--- src/rtl/mem_port_arbiter_pkg.sv ---
// mem_arb_pkg: shared defaults and types for the memory port arbiter family.
//   DEF_NP/DEF_AW/DEF_DW : default port count, address width, data width
//   idx_width()          : port-index width, never below 1 bit
//   port_idx_t/rd_tag_t  : port index and in-flight read tag for DEF_NP ports
package mem_arb_pkg;

  localparam int DEF_NP = 3;
  localparam int DEF_AW = 32;
  localparam int DEF_DW = 128;

  function automatic int idx_width(input int n);
    return (n > 1) ? $clog2(n) : 1;
  endfunction

  localparam int IDX_W = idx_width(DEF_NP);

  typedef logic [IDX_W-1:0] port_idx_t;

  typedef struct packed {
    logic      vld;
    port_idx_t idx;
  } rd_tag_t;

endpackage

--- src/rtl/mem_port_arbiter_rr_arbiter.sv ---
// rr_arbiter: combinational round-robin grant over NP requesters.
//   req     : request vector
//   en      : when low, no grant and pointer holds
//   ptr     : current round-robin pointer (search starts here)
//   gnt     : one-hot grant (or zero)
//   gnt_idx : index of the granted requester
//   ptr_nxt : pointer for the next cycle ((grant+1) mod NP, or ptr)
module rr_arbiter
  import mem_arb_pkg::*;
#(
  parameter int NP = DEF_NP,
  localparam int IW = idx_width(NP)
) (
  input  logic [NP-1:0] req,
  input  logic          en,
  input  logic [IW-1:0] ptr,
  output logic [NP-1:0] gnt,
  output logic [IW-1:0] gnt_idx,
  output logic [IW-1:0] ptr_nxt
);

  int unsigned  idx;
  logic         found;
  logic [NP-1:0] bit_sel;

  always_comb begin
    gnt     = '0;
    gnt_idx = '0;
    ptr_nxt = ptr;
    idx     = 0;
    found   = 1'b0;
    bit_sel = '0;
    if (en) begin
      for (int unsigned i = 0; i < NP; i++) begin
        idx     = (int'(ptr) + i) % NP;
        bit_sel = NP'(1) << idx;
        if (!found && |(req & bit_sel)) begin
          found   = 1'b1;
          gnt     = bit_sel;
          gnt_idx = IW'(idx);
          ptr_nxt = IW'((idx + 1) % NP);
        end
      end
    end
  end

endmodule

--- src/rtl/mem_port_arbiter.sv ---
// mem_port_arbiter: merges NP client request ports onto one memory port with
// round-robin arbitration, a registered issue stage and an in-order read
// return path of RD_LAT+2 cycles from handshake to rsp_valid.
//   clk/rstn                 : clock, asynchronous active-low reset
//   req_valid/ready/we/addr/wdata/wstrb : per-port request channel (ready comb)
//   mem_stall                : blocks all grants this cycle
//   rsp_valid/rsp_data       : one-hot read response pulse and its data
//   ren/raddr/rdata          : memory read port (rdata RD_LAT cycles after ren)
//   wen/waddr/wdata/wstrb    : memory write port
// Optional: define MEM_PORT_ARBITER_STATS_EN for per-port saturating
//   read/write grant counters on stat_rd_cnt/stat_wr_cnt.
module mem_port_arbiter
  import mem_arb_pkg::*;
#(
  parameter int NP     = DEF_NP,
  parameter int AW     = DEF_AW,
  parameter int DW     = DEF_DW,
  parameter int RD_LAT = 0
) (
  input  logic              clk,
  input  logic              rstn,
  input  logic [NP-1:0]     req_valid,
  output logic [NP-1:0]     req_ready,
  input  logic [NP-1:0]     req_we,
  input  logic [NP*AW-1:0]  req_addr,
  input  logic [NP*DW-1:0]  req_wdata,
  input  logic [NP*DW/8-1:0] req_wstrb,
  input  logic              mem_stall,
  output logic [NP-1:0]     rsp_valid,
  output logic [DW-1:0]     rsp_data,
  output logic              ren,
  output logic [AW-1:0]     raddr,
  input  logic [DW-1:0]     rdata,
  output logic              wen,
  output logic [AW-1:0]     waddr,
  output logic [DW-1:0]     wdata,
  output logic [DW/8-1:0]   wstrb
`ifdef MEM_PORT_ARBITER_STATS_EN
  ,
  output logic [NP*32-1:0]  stat_rd_cnt,
  output logic [NP*32-1:0]  stat_wr_cnt
`endif
);

  localparam int IW = idx_width(NP);
  localparam int SW = DW / 8;

  typedef struct packed {
    logic          vld;
    logic [IW-1:0] idx;
  } tag_t;

  logic [IW-1:0] rr_ptr_q, rr_ptr_d, gnt_idx;
  logic [NP-1:0] gnt;
  logic          any_hs, sel_we;
  logic [AW-1:0] sel_addr;
  logic [DW-1:0] sel_wdata;
  logic [SW-1:0] sel_wstrb;

  logic          ren_q, ren_d, wen_q, wen_d;
  logic [AW-1:0] raddr_q, raddr_d, waddr_q, waddr_d;
  logic [DW-1:0] wdata_q, wdata_d, rsp_data_q, rsp_data_d;
  logic [SW-1:0] wstrb_q, wstrb_d;
  logic [NP-1:0] rsp_valid_q, rsp_valid_d;
  tag_t          tag_q [RD_LAT+1];
  tag_t          tag_d [RD_LAT+1];

  rr_arbiter #(.NP(NP)) u_rr (
    .req     (req_valid),
    .en      (!mem_stall),
    .ptr     (rr_ptr_q),
    .gnt     (gnt),
    .gnt_idx (gnt_idx),
    .ptr_nxt (rr_ptr_d)
  );

  // gnt only ever selects a valid requester, so it is the handshake itself.
  assign req_ready = gnt;
  assign any_hs    = |gnt;
  assign sel_we    = req_we[gnt_idx];
  assign sel_addr  = req_addr[gnt_idx*AW +: AW];
  assign sel_wdata = req_wdata[gnt_idx*DW +: DW];
  assign sel_wstrb = req_wstrb[gnt_idx*SW +: SW];

  always_comb begin
    ren_d   = any_hs && !sel_we;
    wen_d   = any_hs && sel_we;
    raddr_d = raddr_q;
    waddr_d = waddr_q;
    wdata_d = wdata_q;
    wstrb_d = wstrb_q;
    if (ren_d) raddr_d = sel_addr;
    if (wen_d) begin
      waddr_d = sel_addr;
      wdata_d = sel_wdata;
      wstrb_d = sel_wstrb;
    end

    // Stage 0 lines up with ren; stage RD_LAT lines up with valid rdata.
    tag_d[0] = '{vld: ren_d, idx: gnt_idx};
    for (int unsigned i = 1; i <= RD_LAT; i++) tag_d[i] = tag_q[i-1];

    rsp_valid_d = '0;
    rsp_data_d  = rsp_data_q;
    if (tag_q[RD_LAT].vld) begin
      rsp_valid_d = NP'(1) << tag_q[RD_LAT].idx;
      rsp_data_d  = rdata;
    end
  end

  always_ff @(posedge clk or negedge rstn) begin
    if (!rstn) begin
      rr_ptr_q    <= '0;
      ren_q       <= 1'b0;
      wen_q       <= 1'b0;
      raddr_q     <= '0;
      waddr_q     <= '0;
      wdata_q     <= '0;
      wstrb_q     <= '0;
      rsp_valid_q <= '0;
      rsp_data_q  <= '0;
      for (int unsigned i = 0; i <= RD_LAT; i++) tag_q[i] <= '0;
    end else begin
      rr_ptr_q    <= rr_ptr_d;
      ren_q       <= ren_d;
      wen_q       <= wen_d;
      raddr_q     <= raddr_d;
      waddr_q     <= waddr_d;
      wdata_q     <= wdata_d;
      wstrb_q     <= wstrb_d;
      rsp_valid_q <= rsp_valid_d;
      rsp_data_q  <= rsp_data_d;
      tag_q       <= tag_d;
    end
  end

  assign ren       = ren_q;
  assign wen       = wen_q;
  assign raddr     = raddr_q;
  assign waddr     = waddr_q;
  assign wdata     = wdata_q;
  assign wstrb     = wstrb_q;
  assign rsp_valid = rsp_valid_q;
  assign rsp_data  = rsp_data_q;

`ifdef MEM_PORT_ARBITER_STATS_EN
  logic [31:0] rd_cnt_q [NP];
  logic [31:0] rd_cnt_d [NP];
  logic [31:0] wr_cnt_q [NP];
  logic [31:0] wr_cnt_d [NP];

  always_comb begin
    stat_rd_cnt = '0;
    stat_wr_cnt = '0;
    for (int unsigned p = 0; p < NP; p++) begin
      rd_cnt_d[p] = rd_cnt_q[p];
      wr_cnt_d[p] = wr_cnt_q[p];
      if (gnt[p] && !req_we[p] && rd_cnt_q[p] != '1) rd_cnt_d[p] = rd_cnt_q[p] + 32'd1;
      if (gnt[p] &&  req_we[p] && wr_cnt_q[p] != '1) wr_cnt_d[p] = wr_cnt_q[p] + 32'd1;
      stat_rd_cnt[p*32 +: 32] = rd_cnt_q[p];
      stat_wr_cnt[p*32 +: 32] = wr_cnt_q[p];
    end
  end

  always_ff @(posedge clk or negedge rstn) begin
    if (!rstn) begin
      for (int unsigned p = 0; p < NP; p++) begin
        rd_cnt_q[p] <= '0;
        wr_cnt_q[p] <= '0;
      end
    end else begin
      rd_cnt_q <= rd_cnt_d;
      wr_cnt_q <= wr_cnt_d;
    end
  end
`else
  // Statistics counters are not built in this configuration.
`endif

endmodule

--- config.mk ---
export PLATFORM = sky130hd
export DESIGN_NAME = mem_port_arbiter
export DESIGN_NICKNAME = d
export VERILOG_FILES = /design/src/rtl/mem_port_arbiter_pkg.sv /design/src/rtl/mem_port_arbiter_rr_arbiter.sv /design/src/rtl/mem_port_arbiter.sv
export SDC_FILE = /design/constraint.sdc
export NUM_CORES = 1
export LEC_CHECK = 0
export BUFFER_PORTS_ARGS = -buffer_cell sky130_fd_sc_hd__buf_2
export CAP_MARGIN = 20
export CORE_AREA = 3 3 390 392
export DETAILED_ROUTE_END_ITERATION = 8
export DIE_AREA = 0 0 393 395
export GPL_TIMING_DRIVEN = 0
export PLACE_DENSITY = 0.35
export SKIP_LAST_GASP = 1
export SLEW_MARGIN = 20
export SYNTH_ARGS = -nofsm -noshare
export SYNTH_HDL_FRONTEND = slang
export SYNTH_SLANG_ARGS = --single-unit
--- constraint.sdc ---
create_clock -name clk -period 6.3 [get_ports clk]
set_input_delay 1.26 -clock clk [delete_from_list [all_inputs] [get_ports clk]]
set_output_delay 1.26 -clock clk [all_outputs]
set_load 0.03 [all_outputs]
==> metrics.md, run 1 <==
| Metric | Value |
|---|---|
| Area growth from synthesis to layout | `57.1%` |
| Synth warnings | `0` |
| Die ar. | `155,000 sq um` |
| Worst-Margin Slew | `approximately 1.2 ns` |
| Syn avg cell area | `around 9 sq um` |
| Post-Synth Adder-Cell Area | `0.0105` |
| Syn Inst Count | `approximately 1,900` |
| Routed wire per std cell | `approximately 25 um` |
| Core Region | `149,000 sq um` |
| Max VDD drop | `0.197 mV` |
| Vias/cell | `between 3 and 4` |
| Syn_nets | `roughly 2,600` |
| PortBufs | `between 1,000 and 1,500` |
| Clk_lat worst skew | `0.63 ns` |
| Final hold vios | `0` |
| Main synth FF type | `dfrtp_1` |
| Tot GR Track Use | `0.152` |
| Critical Path RT | `slightly below 7 ns` |
| Critical path arrival | `between 6 and 7 ns` |
| Unrepaired setup endpoints after global routing | `false` |
| FF/Latch Area | `8630 sq um` |
| Bufs on Longest Clock Path | `3` |
| Yosys reg bits | `345` |
| Compound-Gate Fraction of Synth Area | `0.196` |
| H-tree depth | `2` |
| Crit path launch type | `flip-flop` |
| Multi-input gate area | `around 7400 sq um` |
| Leakage | `about 12 nW` |
| Critical-path maximum fanout | `10` |
| Distinct cells, synth | `62` |
| TritonCTS clock tree | `done` |
| Sinks on the clock net | `about 350` |
| Initial antenna violation count | `43` |
| Final WL | `about 120,000 um` |
| Max Clk Rate | `approximately 170 MHz` |
| Total gr overflow | `0` |
| Min Tclk post-route | `about 5.8 ns` |
| Post-Synth Simple-Gate Area | `0.147` |
| Vias | `18,700` |
| Cts hold-fix bufs | `0` |
| Max-Cap Viols | `0` |
| Post-synth EDFFs | `0` |
| Largest net degree at the start of global routing | `80` |
| Synth Cell Area | `roughly 17,000 sq um` |
| Hold path start | `tag_q[0]` |
| Crit Path Category | `reg2reg` |
| # nets final | `3,645` |
| Crit end category | `flip-flop` |
| RR Startpoint | `rr_ptr_q[1]` |
| Post-Synth XOR/XNOR Area | `0.00210` |
| Die Ht | `~400 um` |
| Drc violations | `0` |
| IO Count | `1,009` |
| Vias in the first global route | `19,100` |
| Clock buffer count from CTS | `50` |
| Mux cell area share after synthesis | `0.0880` |
| Layout cells sized above 1 | `0.434` |
| Async SR Flop Fraction | `1.00` |
| Setup skew after layout | `between 0.02 and 0.025 ns` |
| Hold Path Class | `reg2reg` |
| Seq/Total Area, Yosys | `0.517` |
| Pre-Repair DR Iteration Count | `5` |
| Clock slew at reported path FFs | `around 0.060 ns` |
| Final Instance Area | `between 20,000 and 30,000 sq um` |
| Status | `finished, final reports clean` |
| # fillers | `around 17,000` |
| Max-Slew Margin vs Limit | `0.197` |
| Crit path from | `rr_ptr_q[1]` |
| First-pass GRT wire length | `~160,000 um` |
| Post-placement cell area | `between 20,000 and 25,000 sq um` |
| Routability congestion estimate | `approximately 0.88` |
| Hold WS | `~0.44 ns` |
| Final Cycle Share | `0.921` |
| CTS root buffer | `clkbuf_16` |
| Row count | `approximately 140` |
| DIE WIDTH | `about 390 um` |
| Iter 0 DRT Violations | `1,124` |
| Largest family of logic cells by synthesized area | `compound AO/OA/AOI/OAI gates` |
| Final HPWL from detailed placement | `104,000 um` |
| Post-DRT Antenna Nets | `0` |
| Initial Utilization | `0.112` |
| Slew Limit Fails | `0` |
| Pwr Density | `about 670 nW/um^2` |
| Final Setup Violations | `0` |
per-stage QoR:
| stage | TNS (ns) | util | power, mW | setup WS [ns] | cells |
|---|---|---|---|---|---|
| 2_1_floorplan | 0 | - | 10.0 | 0.796 | 1891 |
| 3_3_place_gp | -1471.61 | 0.162 | 14.8 | -4.27 | 4843 |
| 3_5_place_dp | 0 | 0.164 | 14.9 | 0.151 | 4858 |
| 4_1_cts | 0 | 0.176 | 18.0 | 0.305 | 4946 |
| 5_1_grt | 0 | 0.176 | 18.7 | 0.0427 | 4946 |
| 6_report | 0 | 0.176 | 17.6 | 0.497 | 4962 |
cell usage after synthesis, types with 6 or more instances:
cell type	count	area [sq um]
nor2_1	217	815
nand2_1	364	1370
buf_2	36	180
buf_1	12	45.0
o21ai_0	9	45.0
mux2_2	128	1440
ha_1	14	175
inv_1	14	52.6
clkbuf_1	94	353
a21oi_1	570	2850
dfrtp_1	345	8630
nor3_1	6	30.0
routing by layer:
layer | track usage | vias to the layer above | wire (um)
li1 | - | 8640 | -
met1 | 0.188 | 9078 | 50600
met2 | 0.255 | 809 | 59100
met3 | 0.0362 | 145 | 9480
met4 | 0.0556 | 12 | 4760
met5 | 0 | - | 81
worst max-delay path, stage by stage, from the launching register on:
cell      delay [ns]
dfrtp_1         0.49
inv_1           0.21
ha_1            0.45
clkbuf_2        0.26
nor3b_1         0.20
o21ai_0         0.14
nand3_1         0.17
inv_1           0.11
ha_1            0.25
inv_1           0.16
a211oi_1        0.08
or3_4           0.40
o211a_1         0.28
a31o_1          0.26
or2_2           0.30
ha_1            0.22
nor2_1          0.14
xor2_1          0.20
inv_1           0.06
ha_1            0.22
or4_1           0.53
o221ai_2        0.26
o22ai_1         0.12
o21bai_1        0.16
flip-flops by register name, summed over array words and instances (netlist names):
name       flops
raddr         32
rr_ptr_q       2
rsp_data     128
rsp_valid      3
tag_q          3
waddr         32
wdata        128
wen            1
wstrb         16
final timing paths:
check,end,slack (ns),cells past startpoint
max,rr_ptr_q[1],0.50,23
min,rsp_valid[0],0.44,1
max reg2reg,rr_ptr_q[1],0.50,23
min reg2reg,rsp_valid[0],0.44,1
max in group asynchronous,wdata[91],4.45,3
min in group asynchronous,rsp_data[64],0.55,1
repair_timing:
| action | 4_1_cts | 5_1_grt |
|---|---|---|
| buffers inserted | 0 | 0 |
| endpoints found under the hold margin | 0 | 0 |
| endpoints found under the setup margin | 0 | 2 |
| resized for setup | 0 | 2 |
cell families (layout without fill, tap and decap cells):
group / Yosys count / count (layout)
and+or+nand+nor: 618 / 618
xor gates and xnor gates: 4 / 4
adders and majority gates: 14 / 14
DFF: 345 / 345
AOI/OAI and AO/OA: 618 / 618
muxes: 131 / 131
buffers and inverters: 161 / 1272
other: 0 / 16
cells in the final DEF, fill, tap and decap left out, types with 16 or more instances in the layout:
cell	count
nor2_1	217
buf_2	1044
clkbuf_16	50
a21oi_1	568
clkbuf_1	89
diode_2	16
dfrtp_1	345
mux2_2	128
nand2_1	364
power breakdown:
group          internal, mW  switching (mW)  total [mW]
combinational          2.94            7.75        10.7
clock                  1.72            1.19        2.91
sequential             3.39           0.589        3.98
area by class of cell:
type | count | share of cell area
clock buffer | 66 | 0.0530
antenna | 16 | 0.00152
timing repair buffer | 1023 | 0.205
sequential | 345 | 0.329
multi-input combinational | 1385 | 0.283
tap | 1944 | 0.0926
clock inverter | 22 | 0.0105
buffer | 146 | 0.0239
inverter | 15 | 0.00214
Power figures use the tool's default switching activity.
==> run 2, diff against run 1 <==
--- a/config.mk
+++ b/config.mk
@@ -10,7 +10,6 @@
 export CORE_AREA = 3 3 390 392
 export DETAILED_ROUTE_END_ITERATION = 8
 export DIE_AREA = 0 0 393 395
-export GPL_TIMING_DRIVEN = 0
 export PLACE_DENSITY = 0.35
 export SKIP_LAST_GASP = 1
 export SLEW_MARGIN = 20
==> run 2 against run 1 <==
Against the previous run: total power decreased by 5.8%; register-to-register slack better by 0.05 ns; global-route usage fell by 2.5 points; clock skew decreased by 0.0024 ns; critical path type unchanged; critical endpoint unchanged; largest power group unchanged; highest routed layer unchanged.
==> metrics.md, run 2 (synthesis results as in run 1) <==
| Metric | Value |
|---|---|
| Status | `finished, final reports clean (unchanged)` |
| Drc violations | `0 (unchanged)` |
| Final Setup Violations | `0 (unchanged)` |
| Final Cycle Share | `0.913 (was 0.921)` |
| Hold path start | `tag_q[0] (unchanged)` |
| Critical path arrival | `6.22 ns (was 6.30 ns)` |
| Final WL | `104,000 um (was 124,000 um)` |
| Initial Utilization | `0.112 (unchanged)` |
| Multi-input gate area | `7460 sq um (was 7430 sq um)` |
| Setup skew after layout | `0.0179 ns (was 0.0203 ns)` |
| Seq pwr share | `0.241 (was 0.226)` |
| Sinks on the clock net | `345 (unchanged)` |
| H-tree depth | `2 (unchanged)` |
| Comb pwr share | `0.587 (was 0.608)` |
| Unrepaired setup endpoints after global routing | `false (unchanged)` |
| Vias | `17,800 (was 18,700)` |
| Iter 0 DRT Violations | `876 (was 1,124)` |
| First-pass GRT wire length | `140,000 um (was 161,000 um)` |
| Max-Cap Viols | `0 (unchanged)` |
| Hold Path Class | `reg2reg (unchanged)` |
| Setup Buffers After CTS | `0 (unchanged)` |
| Critical-path maximum fanout | `16 (was 10)` |
| TritonCTS clock tree | `done (unchanged)` |
| Bufs on Longest Clock Path | `3 (unchanged)` |
| Core Region | `149,000 sq um (unchanged)` |
| Max-Slew Margin vs Limit | `0.351 (was 0.197)` |
| Slew Limit Fails | `0 (unchanged)` |
| Internal power | `7.88 mW (was 8.05 mW)` |
| Cts hold-fix bufs | `0 (unchanged)` |
| RR Startpoint | `rr_ptr_q[1] (unchanged)` |
| DIE WIDTH | `393 um (unchanged)` |
| Pre-Repair DR Iteration Count | `5 (unchanged)` |
| RR Endpoint | `rr_ptr_q[1] (unchanged)` |
| Area growth from synthesis to layout | `53.4% (was 57.1%)` |
| Pwr Density | `646 nW/um^2 (was 670 nW/um^2)` |
| Clock power frac | `0.171 (was 0.166)` |
| Max VDD drop | `0.267 mV (was 0.197 mV)` |
| Tot Pwr | `16.6 mW (was 17.6 mW)` |
| Cts repair resizes | `0 (unchanged)` |
| CTS root buffer | `clkbuf_16 (unchanged)` |
| Most frequent cells in the layout | `buf_2, a21oi_1, nand2_1 (unchanged)` |
| Min Tclk post-route | `5.75 ns (was 5.80 ns)` |
| Tot GR Track Use | `0.127 (was 0.152)` |
| Delay-heaviest family, CP | `simple AND/OR/NAND/NOR gates (unchanged)` |
| Vias/cell | `3.69 (was 3.77)` |
| IO Count | `1,009 (unchanged)` |
| Final HPWL from detailed placement | `84,600 um (was 104,000 um)` |
| Clk_lat worst skew | `0.61 ns (was 0.63 ns)` |
| Layout cells sized above 1 | `0.441 (was 0.434)` |
| Placed cells | `4,729 (was 4,858)` |
| FF/Latch Area | `8640 sq um (was 8630 sq um)` |
| Die ar. | `155,000 sq um (unchanged)` |
| Clock buffer count from CTS | `48 (was 50)` |
| CP bufs+invs | `4 (was 5)` |
| Worst path cell trace | `inv_1 -> ha_1 -> nor3b_1 -> o21ai_0 -> nand3_1 -> inv_1 -> ha_1 -> inv_1 -> a211oi_1 -> or3_4 -> o211a_1 -> a31o_1 -> or2_2 -> ha_1 -> nor2_1 -> xor2_1 -> inv_1 -> ha_1 -> or4_1 -> o221ai_2 -> o22ai_1 -> o21bai_1 (was inv_1 -> ha_1 -> clkbuf_2 -> nor3b_1 -> o21ai_0 -> nand3_1 -> inv_1 -> ha_1 -> inv_1 -> a211oi_1 -> or3_4 -> o211a_1 -> a31o_1 -> or2_2 -> ha_1 -> nor2_1 -> xor2_1 -> inv_1 -> ha_1 -> or4_1 -> o221ai_2 -> o22ai_1 -> o21bai_1)` |
| Die Ht | `395 um (unchanged)` |
| Routed wire per std cell | `21.5 um (was 25.0 um)` |
| Max Clk Rate | `174 MHz (was 172 MHz)` |
| Crit-path max cell delay | `0.63 ns (was 0.53 ns)` |
| Slowest-stage cell, CP | `ha_1 (was or4_1)` |
| # nets final | `3,514 (was 3,645)` |
| Total gr overflow | `0 (unchanged)` |
| Layout Cells excl Fill | `4,822 (was 4,962)` |
| Vias in the first global route | `17,600 (was 19,100)` |
| Crit Path Category | `reg2reg (unchanged)` |
| Worst-Margin Slew | `0.973 ns (was 1.20 ns)` |
| R2R setup slack | `0.55 ns (was 0.50 ns)` |
| Initial antenna violation count | `21 (was 43)` |
| Switching pwr | `8.67 mW (was 9.53 mW)` |
| Row count | `142 (unchanged)` |
| # fillers | `17,100 (about the same)` |
| Largest net degree at the start of global routing | `134 (was 80)` |
| PortBufs | `1,008 (unchanged)` |
| Clock slew at reported path FFs | `0.05 ns (was 0.06 ns)` |
| Post-DRT Antenna Nets | `0 (unchanged)` |
| Leakage | `11.8 nW (was 12.1 nW)` |
| Crit path launch type | `flip-flop (unchanged)` |
| Critical Path RT | `6.77 ns (was 6.80 ns)` |
| Crit end category | `flip-flop (unchanged)` |
| Routability congestion estimate | `0.864 (was 0.885)` |
| Commonest non-fill, non-tap cell in the layout | `buf_2 (unchanged)` |
| Hold endpoint | `rsp_valid[0] (unchanged)` |
| Final hold vios | `0 (unchanged)` |
| Setup tns final | `0 ns (unchanged)` |
| R2R depth | `22 (was 23)` |
| Sw frac | `0.524 (was 0.542)` |
| Worst hold path depth | `1 (unchanged)` |
-- run 2: changes by cell type in the layout (fill, tap and decap cells not counted), moves of 8 or more --
cell	change
clkbuf_1	-82
buf_2	-36
buf_4	+19
clkbuf_2	-13
buf_1	-12
buf_16	-8
-- run 2: final cells by class --
cell class | instances | share of cell area
diodes | 9 | 0.000878
clock buffers | 69 | 0.0558
clock inverters | 15 | 0.00766
inverters | 15 | 0.00249
multi-input cells | 1385 | 0.291
flip-flops and latches | 345 | 0.337
well taps | 1944 | 0.0948
repair buffers | 1040 | 0.211
-- run 2: per-stage QoR --
step	util	hold slack [ns]	worst slack (ns)	area (sq um)
floorplan	-	0.414	0.796	16700
global placement	0.161	0.436	0.245	24000
detailed placement	0.161	0.438	0.270	24000
CTS	0.172	0.446	0.526	25600
global route	0.172	0.475	0.134	25600
finish	0.172	0.447	0.547	25600
-- run 2: power by group through the flow --
| stage | combinational (mW) | sequential, mW | clock [mW] |
|---|---|---|---|
| global placement | 10.0 | 4.01 | 0 |
| global route | 10.5 | 4.16 | 3.07 |
| detailed placement | 10.0 | 4.03 | 0 |
| CTS | 10.0 | 4.01 | 2.99 |
| finish | 9.73 | 3.99 | 2.84 |
| floorplan | 3.83 | 6.18 | 0 |
-- run 2: per-layer routing --
layer  routed length (um)  global-route usage
met4                 2120              0.0279
met2                51600               0.222
met5                   83                   0
met1                43800               0.158
met3                 6230              0.0278
-- run 2: worst reg2reg max path, stage by stage, from the launching register on --
cell and delay (ns):
dfrtp_1 0.48, inv_1 0.22, ha_1 0.63, nor3b_1 0.23
o21ai_0 0.14, nand3_1 0.17, inv_1 0.11, ha_1 0.25
inv_1 0.15, a211oi_1 0.08, or3_4 0.41, o211a_1 0.28
a31o_1 0.25, or2_2 0.30, ha_1 0.22, nor2_1 0.13
xor2_1 0.21, inv_1 0.07, ha_1 0.22, or4_1 0.53
o221ai_2 0.25, o22ai_1 0.13, o21bai_1 0.17
-- run 2: how the worst max path moves through the flow --
stage / start / to / slack [ns] / cells after the start
floorplan: req_valid[0] / rr_ptr_q[1] / 0.80 / 21
global placement: req_valid[0] / rr_ptr_q[1] / 0.25 / 21
global route: rr_ptr_q[1] / rr_ptr_q[1] / 0.13 / 22
detailed placement: req_valid[0] / rr_ptr_q[1] / 0.27 / 21
CTS: rr_ptr_q[1] / rr_ptr_q[1] / 0.53 / 22
finish: rr_ptr_q[1] / rr_ptr_q[1] / 0.55 / 22
==> run 3, diff against run 2 <==
--- a/config.mk
+++ b/config.mk
@@ -10,7 +10,7 @@
 export CORE_AREA = 3 3 390 392
 export DETAILED_ROUTE_END_ITERATION = 8
 export DIE_AREA = 0 0 393 395
-export PLACE_DENSITY = 0.35
+export PLACE_DENSITY = 0.33
 export SKIP_LAST_GASP = 1
 export SLEW_MARGIN = 20
 export SYNTH_ARGS = -nofsm -noshare
==> run 3 against run 2 <==
Against the previous run: non-clock buffer count stayed put; clock skew rose by 0.0030 ns; clock-buffer cell count rose by 1; register-to-register slack improved by 0.09 ns; core utilization rose by 0.085 points; wire length down 5.0%; combinational power fell by 2%; via count is 1.9% lower; cell count increased by 0.35%; first-iteration DRC count fell by 2.4%; largest cell class unchanged.
==> metrics.md, run 3 (synthesis results as in run 1) <==
| Metric | Value |
|---|---|
| Status | `finished, final reports clean (unchanged)` |
| Largest net degree at the start of global routing | `126 (was 134)` |
| Place WS | `0.331 ns (was 0.270 ns)` |
| Final setup margin | `0.640 ns (was 0.547 ns)` |
| # fillers | `17,100 (about the same)` |
| Die ar. | `155,000 sq um (unchanged)` |
| Tot GR Track Use | `0.120 (was 0.127)` |
| Area growth from synthesis to layout | `54.2% (was 53.4%)` |
| Cts repair resizes | `0 (unchanged)` |
| CP bufs+invs | `4 (unchanged)` |
| M2 GR Usage | `0.207 (was 0.222)` |
| Routed wire per std cell | `20.4 um (was 21.5 um)` |
| Crit Path Category | `reg2reg (unchanged)` |
| Max Clk Rate | `177 MHz (was 174 MHz)` |
| Multi-input gate area | `7450 sq um (was 7460 sq um)` |
| Cts hold-fix bufs | `0 (unchanged)` |
| Min Tclk post-route | `5.66 ns (was 5.75 ns)` |
| Vias in the first global route | `17,600 (about the same)` |
| Bufs on Longest Clock Path | `3 (unchanged)` |
| Most frequent cells in the layout | `buf_2, a21oi_1, nand2_1 (unchanged)` |
| Worst-Margin Slew | `1.07 ns (was 0.973 ns)` |
| Delay-heaviest family, CP | `compound AO/OA/AOI/OAI gates (was simple AND/OR/NAND/NOR gates)` |
| # nets final | `3,514 (unchanged)` |
| Initial antenna violation count | `20 (was 21)` |
| Sinks on the clock net | `345 (unchanged)` |
| Critical-path maximum fanout | `14 (was 16)` |
| Crit end category | `flip-flop (unchanged)` |
| Worst path cell trace | `inv_1 -> ha_1 -> nor2_1 -> o21ai_0 -> nand3_1 -> inv_1 -> ha_1 -> inv_1 -> a211oi_1 -> o221ai_1 -> o211a_1 -> a31o_1 -> or2_2 -> ha_1 -> nor2_1 -> xor2_1 -> inv_1 -> ha_1 -> or4_1 -> o221ai_2 -> o22ai_1 -> o21bai_1 (was inv_1 -> ha_1 -> nor3b_1 -> o21ai_0 -> nand3_1 -> inv_1 -> ha_1 -> inv_1 -> a211oi_1 -> or3_4 -> o211a_1 -> a31o_1 -> or2_2 -> ha_1 -> nor2_1 -> xor2_1 -> inv_1 -> ha_1 -> or4_1 -> o221ai_2 -> o22ai_1 -> o21bai_1)` |
| Vias | `17,400 (was 17,800)` |
| Max-Cap Viols | `0 (unchanged)` |
| Post-DRT Antenna Nets | `0 (unchanged)` |
| Layout cells sized above 1 | `0.441 (about the same)` |
| Unrepaired setup endpoints after global routing | `false (unchanged)` |
| Clock slew at reported path FFs | `0.06 ns (was 0.05 ns)` |
| Pre-Repair DR Iteration Count | `5 (unchanged)` |
| Post-placement cell area | `24,000 sq um (about the same)` |
| Critical path arrival | `6.13 ns (was 6.22 ns)` |
| Vias/cell | `3.60 (was 3.69)` |
| TritonCTS clock tree | `done (unchanged)` |
| Met1 Resource Use GR | `0.145 (was 0.158)` |
| Met3 usage | `0.0348 (was 0.0278)` |
| Total gr overflow | `0 (unchanged)` |
| Initial Utilization | `0.112 (unchanged)` |
| Hold Path Class | `reg2reg (unchanged)` |
| Crit-path max cell delay | `0.52 ns (was 0.63 ns)` |
| Leakage | `11.8 nW (about the same)` |
| Core Region | `149,000 sq um (unchanged)` |
| Setup tns final | `0 ns (unchanged)` |
| Critical Path RT | `6.77 ns (about the same)` |
| DIE WIDTH | `393 um (unchanged)` |
| First-pass GRT wire length | `133,000 um (was 140,000 um)` |
| PortBufs | `1,008 (unchanged)` |
| Routability congestion estimate | `0.852 (was 0.864)` |
| Slowest-stage cell, CP | `ha_1 (unchanged)` |
| Final WL | `98,600 um (was 104,000 um)` |
| Row count | `142 (unchanged)` |
| Slew Limit Fails | `0 (unchanged)` |
| Clk_lat worst skew | `0.61 ns (about the same)` |
| Max VDD drop | `0.221 mV (was 0.267 mV)` |
| Drc violations | `0 (unchanged)` |
| Iter 0 DRT Violations | `855 (was 876)` |
| Max-Slew Margin vs Limit | `0.287 (was 0.351)` |
| FF/Latch Area | `8640 sq um (unchanged)` |
| CTS root buffer | `clkbuf_16 (unchanged)` |
| Pwr Density | `641 nW/um^2 (was 646 nW/um^2)` |
| Setup skew after layout | `0.0209 ns (was 0.0179 ns)` |
| Final Setup Violations | `0 (unchanged)` |
| Final HPWL from detailed placement | `78,800 um (was 84,600 um)` |
| Die Ht | `395 um (unchanged)` |
| Final hold vios | `0 (unchanged)` |
| Clock buffer count from CTS | `48 (unchanged)` |
| Layout Cells excl Fill | `4,839 (was 4,822)` |
| H-tree depth | `2 (unchanged)` |
| Busiest grt layer | `met2 (unchanged)` |
| Setup Buffers After CTS | `0 (unchanged)` |
| Final core utilization | `0.173 (was 0.172)` |
| Final Instance Area | `25,800 sq um (was 25,600 sq um)` |
| IO Count | `1,009 (unchanged)` |
| Final Cycle Share | `0.898 (was 0.913)` |
| Crit path launch type | `flip-flop (unchanged)` |
| Placed cells | `4,729 (unchanged)` |
| Commonest non-fill, non-tap cell in the layout | `buf_2 (unchanged)` |
-- run 3: cell count changes in the layout (fill, tap and decap cells not counted), sizes merged --
cell      before  now
clkinvlp       4    0
clkinv         8    9
diode          9   25
inv           15   16
bufinv         3    5
clkbuf        69   70
-- run 3: final timing paths --
check                       startpoint             to  slack, ns  cells past startpoint
max                        rr_ptr_q[1]    rr_ptr_q[1]       0.64                     22
min                           tag_q[1]   rsp_valid[0]       0.45                      1
max reg2reg                rr_ptr_q[1]    rr_ptr_q[1]       0.64                     22
min reg2reg                   tag_q[1]   rsp_valid[0]       0.45                      1
max in group asynchronous         rstn  rsp_data[125]       4.42                      2
min in group asynchronous         rstn     wdata[104]       0.61                      1
-- run 3: where the power goes --
group / internal [mW] / leakage, nW / switching, mW / total (mW)
registers: 3.39 / 3.94 / 0.657 / 4.05
clock network: 1.78 / 0.828 / 1.12 / 2.91
logic: 2.83 / 7.04 / 6.74 / 9.57
-- run 3: final cells by class --
type / count / share of cell area
Inverter: 15 / 0.00248
Timing Repair Buffer: 1040 / 0.211
Clock inverter: 15 / 0.00947
Multi-Input combinational cell: 1385 / 0.289
Sequential cell: 345 / 0.335
Tap cell: 1944 / 0.0944
Clock buffer: 70 / 0.0557
Antenna cell: 25 / 0.00243
-- run 3: stage by stage --
stage | total power [mW] | hold slack (ns)
3_5_place_dp | 13.9 | 0.440
4_1_cts | 17.0 | 0.453
2_1_floorplan | 10.0 | 0.414
5_1_grt | 17.8 | 0.483
3_3_place_gp | 13.9 | 0.441
6_report | 16.5 | 0.454
-- run 3: worst reg2reg max path, cell delays in order, from the launching register on --
cell      delay (ns)
dfrtp_1         0.47
inv_1           0.25
ha_1            0.52
nor2_1          0.18
o21ai_0         0.21
nand3_1         0.15
inv_1           0.18
ha_1            0.28
inv_1           0.13
a211oi_1        0.27
o221ai_1        0.25
o211a_1         0.23
a31o_1          0.25
or2_2           0.30
ha_1            0.22
nor2_1          0.14
xor2_1          0.19
inv_1           0.07
ha_1            0.23
or4_1           0.52
o221ai_2        0.24
o22ai_1         0.12
o21bai_1        0.16
-- run 3: layer usage --
layer,vias up,share of wire
li1,8381,-
met1,8321,0.41
met2,608,0.49
met3,105,0.075
met4,24,0.024
met5,-,0.0015
